**src/rtl/register_list_sequencer.sv**
```systemverilog
// Load/store-multiple register-list sequencer: latches a bitmask and issues one
// register address per accepted handshake, ascending or descending.
module register_list_sequencer #(
  parameter int NUM_REGS = 16,
  parameter int ADDR_W   = 4
) (
  input  logic                clk,
  input  logic                reset_n,
  input  logic                start,
  input  logic [NUM_REGS-1:0] reg_list,
  input  logic                descending,
  input  logic                next,
  output logic                reg_valid,
  output logic [ADDR_W-1:0]   reg_address,
  output logic [ADDR_W:0]     xfer_index,
  output logic                first,
  output logic                last,
  output logic [ADDR_W:0]     reg_count,
  output logic                busy,
  output logic                done,
  output logic                empty
);

  localparam logic [1:0] IDLE   = 2'd0;
  localparam logic [1:0] ISSUE  = 2'd1;
  localparam logic [1:0] FINISH = 2'd2;

  logic [1:0]          state_reg;
  logic [NUM_REGS-1:0] pending_reg;
  logic                dir_reg;
  logic [ADDR_W-1:0]   reg_address_reg;
  logic [ADDR_W:0]     xfer_index_reg;
  logic [ADDR_W:0]     reg_count_reg;
  logic                reg_valid_reg;
  logic                first_reg;
  logic                last_reg;

  logic [NUM_REGS-1:0] remaining;
  logic [ADDR_W:0]     list_count;

  // Priority encoder: lowest set bit when ascending, highest when descending.
  function automatic logic [ADDR_W-1:0] pick(input logic [NUM_REGS-1:0] mask,
                                             input logic desc);
    logic [ADDR_W-1:0] idx;
    idx = '0;
    for (int i = 0; i < NUM_REGS; i++) begin
      if (desc) begin
        if (mask[i]) idx = ADDR_W'(i);
      end else if (mask[NUM_REGS-1-i]) begin
        idx = ADDR_W'(NUM_REGS-1-i);
      end
    end
    return idx;
  endfunction

  always_comb begin
    list_count = '0;
    for (int i = 0; i < NUM_REGS; i++)
      list_count = list_count + (ADDR_W+1)'(reg_list[i]);
  end

  // Pending mask with the register being accepted this cycle removed.
  generate
    for (genvar gi = 0; gi < NUM_REGS; gi++) begin : g_remaining
      assign remaining[gi] = pending_reg[gi] & (reg_address_reg != ADDR_W'(gi));
    end
  endgenerate

  always_ff @(posedge clk) begin
    if (!reset_n) begin
      state_reg       <= IDLE;
      pending_reg     <= '0;
      dir_reg         <= 1'b0;
      reg_address_reg <= '0;
      xfer_index_reg  <= '0;
      reg_count_reg   <= '0;
      reg_valid_reg   <= 1'b0;
      first_reg       <= 1'b0;
      last_reg        <= 1'b0;
    end else begin
      case (state_reg)
        IDLE: begin
          if (start) begin
            pending_reg   <= reg_list;
            dir_reg       <= descending;
            reg_count_reg <= list_count;
            if (reg_list == '0) begin
              state_reg <= FINISH;
            end else begin
              state_reg       <= ISSUE;
              reg_address_reg <= pick(reg_list, descending);
              xfer_index_reg  <= '0;
              reg_valid_reg   <= 1'b1;
              first_reg       <= 1'b1;
              last_reg        <= (list_count == (ADDR_W+1)'(1));
            end
          end
        end
        ISSUE: begin
          if (next) begin
            pending_reg <= remaining;
            if (|remaining) begin
              reg_address_reg <= pick(remaining, dir_reg);
              xfer_index_reg  <= xfer_index_reg + (ADDR_W+1)'(1);
              first_reg       <= 1'b0;
              last_reg        <= (xfer_index_reg + (ADDR_W+1)'(2) == reg_count_reg);
            end else begin
              reg_valid_reg <= 1'b0;
              first_reg     <= 1'b0;
              last_reg      <= 1'b0;
              state_reg     <= FINISH;
            end
          end
        end
        FINISH:  state_reg <= IDLE;
        default: state_reg <= IDLE;
      endcase
    end
  end

  assign reg_valid   = reg_valid_reg;
  assign reg_address = reg_address_reg;
  assign xfer_index  = xfer_index_reg;
  assign first       = first_reg;
  assign last        = last_reg;
  assign reg_count   = reg_count_reg;
  assign busy        = (state_reg == ISSUE);
  assign done        = (state_reg == FINISH);
  assign empty       = done & (reg_count_reg == '0);

endmodule
```
**config.mk**
```make
export PLATFORM = sky130hd
export DESIGN_NAME = register_list_sequencer
export DESIGN_NICKNAME = d
export VERILOG_FILES = /design/src/rtl/register_list_sequencer.sv
export SDC_FILE = /design/constraint.sdc
export NUM_CORES = 1
export LEC_CHECK = 0
export CAP_MARGIN = 25
export CORE_UTILIZATION = 57
export CTS_CLUSTER_SIZE = 25
export DETAILED_ROUTE_END_ITERATION = 8
export GPL_TIMING_DRIVEN = 1
export MAX_ROUTING_LAYER = met4
export PLACE_DENSITY = 0.85
export SETUP_SLACK_MARGIN = 0.1
export SYNTH_ARGS = -nofsm -noshare
export SYNTH_HDL_FRONTEND = slang
export SYNTH_SLANG_ARGS = --single-unit
```
**constraint.sdc**
```tcl
create_clock -name clk -period 5.07 [get_ports clk]
set_input_delay 1.014 -clock clk [delete_from_list [all_inputs] [get_ports clk]]
set_output_delay 1.014 -clock clk [all_outputs]
set_load 0.02 [all_outputs]
```
## Word-level counts from Yosys, hierarchy flattened

Cells that the tools add are included.

| word-level totals | value |
|---|---|
| word-level logic and storage cells | 235 |
| input port bits | 21 |
| register bits after elaboration | 36 |

| operators by class | value |
|---|---|
| add/sub/neg operators | 17 |
| equality and inequality tests | 24 |
| multiplexer cells | 156 |
| bitwise logic cells | 17 |
| reduce and logical (&&, ||, !) cells | 12 |

Operator list:

| cell | number |
|---|---|
| 4-bit 2-to-1 mux | 130 |
| 5-bit by 1-bit adder with 5-bit output | 11 |
| 16-bit 2-to-1 mux | 2 |
| 4-bit inequality test, second input constant | 8 |
| 16-bit one-hot mux with 2 select lines | 1 |
| 5-bit 2-to-1 mux | 4 |
| 1-bit AND | 17 |
| 16-bit logical NOT | 1 |
| 4-bit by 3-bit inequality test with 1-bit output, second input constant | 4 |
| 16-bit OR reduction | 1 |
| 5-bit one-hot mux with 2 select lines | 1 |
| 5-bit AND reduction | 2 |
| 1-bit 2-to-1 mux | 9 |
| 2-bit 2-to-1 mux | 4 |
| 2-bit inequality test, second input constant | 4 |
| 4-bit by 2-bit inequality test with 1-bit output, second input constant | 2 |
| 4-bit one-hot mux with 2 select lines | 1 |
| 1-bit one-hot mux with 2 select lines | 3 |
| 3-bit AND reduction | 2 |
| 4-bit by 1-bit adder with 5-bit output | 1 |
| 5-bit by 1-bit adder with 5-bit output, second input constant | 1 |
| 5-bit by 2-bit adder with 5-bit output, second input constant | 1 |
| 5-bit by 1-bit equality test with 1-bit output, second input constant | 1 |
| 5-bit equality test | 1 |
| 14 further kinds | 14 |

## Logic depth before layout (Yosys ltp)

| depth | value |
|---|---|
| depth in word-level cells | 57 |
| gate-level depth with buffers | 14 |

## Least setup slack after synthesis

No wires, ideal clock.

| timing path | value |
|---|---|
| path kind | input to register |
| from | input port reg_list[0] |
| to | register last_reg, in the netlist last |
| arrival | 4,239 ps |
| stages on the path | 14 |
| path buffers | 0 |
| path slack | 709 ps |
| library setup time | 122 ps |
| path through | fa_1 > inv_1 > fa_1 > fa_1 > fa_1 > inv_1 > ha_1 > inv_1 > fa_1 > xnor2_1 > nor2_1 > nand4_1 > nor2_1 > o311a_1 |

| between the ends | value |
|---|---|
| longest elaborated chain between the ends | 19 |

RTL lines:

| item | line | RTL |
|---|---|---|
| from (decl) | 10 | `input logic [NUM_REGS-1:0] reg_list,` |
| 1-bit by 1-bit adder with 2-bit output | 59 | `list_count = list_count + (ADDR_W+1)'(reg_list[i]);` |
| 2-bit by 1-bit adder with 3-bit output | 59 |  |
| 3-bit by 1-bit adder with 4-bit output | 59 |  |
| 4-bit by 1-bit adder with 5-bit output | 59 |  |
| 5-bit by 1-bit adder with 5-bit output (11 in a row) | 59 |  |
| 5-bit by 1-bit equality test with 1-bit output | 95 | `last_reg <= (list_count == (ADDR_W+1)'(1));` |
| 1-bit 2-to-1 mux | 87 | `if (reg_list == '0) begin` |
| 1-bit 2-to-1 mux | 83 | `if (start) begin` |
| 1-bit one-hot mux with 2 select lines | 81 | `case (state_reg)` |
| to (signal assigned) | 95 |  |
| to (signal assigned) | 106 | `last_reg <= (xfer_index_reg + (ADDR_W+1)'(2) == reg_count_reg);` |
| to (decl) | 36 | `logic last_reg;` |

Several ways; a longest one is shown, not always the timed one. The select of a mux whose other input is x is not followed.
A chain may end at the register's enable or synchronous reset.

## Worst setup path after layout

| timing path | value |
|---|---|
| from | input port reg_list[5] |
| to | register last_reg, in the netlist last |

| between the ends | value |
|---|---|
| longest elaborated chain between the ends | 15 |

RTL lines:

| item | line |
|---|---|
| 5-bit by 1-bit adder with 5-bit output (11 in a row) | 59 |
| 5-bit by 1-bit equality test with 1-bit output | 95 |
| 1-bit 2-to-1 mux | 87 |
| 1-bit 2-to-1 mux | 83 |
| 1-bit one-hot mux with 2 select lines | 81 |

Several ways; a longest one is shown, not always the timed one. The select of a mux whose other input is x is not followed.

==> out/metrics.cfg <==
[die]
die_area_mm2 = 0.00613
core_mm2 = 0.00554
ioPinCount = 41
die_h_um = 78.3
die-width_um = 78.3
start_util_pct = 59.8
rows = 27

[power_and_ir_drop]
p_seq_share_pct = 33.6
pwr_density_cell_mw_per_mm2 = 308
leakagePower_nw = 1.44
switchingPower_mw = 0.513
ir_worst_vdd_mv = 0.268
p_clk_share_pct = 17.8
p_comb_share_pct = 48.6
swShare_pct = 43.2
p_int_mw = 0.675

[global_route]
antenna_found_initial = 0
grt_usage_pct = 33.4
grt-ovfl-total = 0
grt_max_degree = 36
grt_pass1_wl_um = 15600
grt_pass1_vias = 3189

[critical_path]
timing.rr.end = last
reg2reg_slack_ns = 2.07
r2r-start = reg_address[0]
r2r_cells = 6
cp.required_ns = 5.26
worst_setup_path_end_kind = flop
worstPathMaxFanout = 2
critPathLaunchType = primary input
path_class = in -> reg
arrival_ns = 4.91

[min_path]
hold-path-cell-count = 2
hp-start = pending_reg[13]
hold-path-endpoint = pending_reg[13]
min_path_type = reg -> reg

[routing]
viasPerCell = 6.53
vias = 3525
drtIter0Drc = 467
firstDrtPassIters = 5
route.detailed.drc = 0
ant_nets = 0
wl_um = 9440
avgRoutedWirePerCell_um = 17.5

[logic_synthesis]
syn_inst = 433
synth_area_leaders = dfxtp_1, fa_1, a21oi_1
ys.flop_type = dfxtp_1
avgSynthCellArea_um2 = 7.66
ys_ff_latch = 36
synth_cell_type_count = 76
synth_warnings = 0
ys_seq_area_share_pct = 21.7
synth_top_area_share_pct = 21.7
synth_top_area_cell = dfxtp_1
synth_edf_count = 0
yosysMostFrequentCell = nand2_1
synth.net_count = 472
synth_area_mm2 = 0.00332
synthArstFlopShare_pct = 0
synth_common_cells = nand2_1, dfxtp_1, nor2_1

[cts]
cts_root_buf = clkbuf_8
cts_resized = 0
htreeDepth = 2
cts_tree = yes
clock_sinks = 36
clk_pin_slew_ns = 0.08
clk_path_buf_depth = 2
clk-insertion-delay-late_ns = 0.29
cts_setup_buffers = 0
cts_buffers = 5
hold_buffers = 0

[finish]
nets = 506
area.sequential_um2 = 721
nFillCells = 479
final_util_pct = 69.7
synthToLayoutAreaGrowth_pct = 16.4
final_layout_size_suffix_gt1_share_pct = 8.76
multi_input_area_mm2 = 0.00235
fin_cells = 540
diodes = 0
fin_area_mm2 = 0.00386
largest_reg_flops = 16

[run]
drv_cap = 0

[timing]
slew_viol_final = 0
skew_ns = 0.00676
maxSlewHeadroom_pct = 29.4
clock.fmax_ghz = 0.212
period_share_pct = 93.2
rsz0062_at_grt = no
post-route-min-period_ns = 4.72
final-hold-violation-count = 0
setup_viol = 0
tns_ns = 0
worstMarginPinSlew_ns = 1.06

[place]
place_area_mm2 = 0.00377
place.gp.congestion = 0.967
dpl.hpwl_um = 7000
post-place-cells = 532
io_buffers = 40

[status]
status = finished, final reports clean

placed cells by master (no fill, tap or decap), types with 13 or more instances in the layout:
master	count
a21boi_0	17
a21oi_1	31
buf_4	13
clkdlybuf4s50_1	40
dfxtp_1	36
inv_1	29
nand2_1	40
nor2_1	35
nor3_1	15
o21ai_0	25
metal layers:
metal  global-route usage (%)  vias to the layer above  part of all wire, %
met3                     5.93                       25                  9.4
li1                         -                     1649                    -
met5                        -                        -                    0
met4                     11.7                        0                  2.4
met1                     43.0                     1635                   42
met2                     52.5                      216                   46
power by group through the flow:
stage,Sequential [mW],Clock [mW],Combinational (mW)
after global placement,0.400,0,0.543
final,0.399,0.212,0.577
after floorplan,0.376,0,0.422
after detailed placement,0.402,0,0.566
after global routing,0.406,0.226,0.638
after CTS,0.396,0.212,0.569
kinds of logic (layout without fill, tap and decap cells):
group / after synthesis / count (layout) / share of synthesized area (%)
AOI/OAI and AO/OA: 150 / 150 / 32.0
buffers and inverters: 55 / 90 / 7.24
DFF: 36 / 36 / 21.7
xor gates and xnor gates: 9 / 9 / 2.38
and+or+nand+nor: 156 / 156 / 24.5
adders and majority gates: 18 / 18 / 9.06
muxes: 9 / 9 / 3.09
critical path: stages:
cell and delay [ns]:
clkdlybuf4s50_1 0.48, inv_1 0.08, fa_1 0.57, fa_1 0.44
fa_1 0.54, fa_1 0.42, inv_1 0.07, ha_1 0.16
inv_1 0.06, fa_1 0.39, nor2b_1 0.13, o21ai_0 0.12
nand4_1 0.12, nor2_1 0.05, o311a_1 0.29
metrics by stage:
| step | setup slack (ns) | total power, mW | hold slack, ns |
|---|---|---|---|
| 2_1_floorplan | 0.709 | 0.798 | 0.455 |
| 3_3_place_gp | 0.166 | 0.943 | 0.454 |
| 3_5_place_dp | 0.0495 | 0.968 | 0.479 |
| 4_1_cts | 0.354 | 1.18 | 0.498 |
| 5_1_grt | 0.152 | 1.27 | 0.533 |
| 6_report | 0.345 | 1.19 | 0.502 |
area by class of cell:
class,instances,share of cell area [%]
Clock buffer,5,1.78
Clock inverter,3,0.486
Inverter,29,2.82
Multi-Input combinational cell,342,61.0
Sequential cell,36,18.7
Tap cell,72,2.33
Timing Repair Buffer,53,12.9
how the worst max path moves through the flow:
| stage | startpoint | endpoint | slack (ns) | cells after the start |
|---|---|---|---|---|
| after global routing | reg_list[5] | last | 0.15 | 15 |
| after global placement | reg_list[5] | last | 0.17 | 15 |
| after detailed placement | reg_list[5] | last | 0.05 | 15 |
| final | reg_list[5] | last | 0.35 | 15 |
| after floorplan | reg_list[0] | last | 0.71 | 14 |
| after CTS | reg_list[5] | last | 0.35 | 15 |
Note: power is estimated with default switching activity, not from simulation.
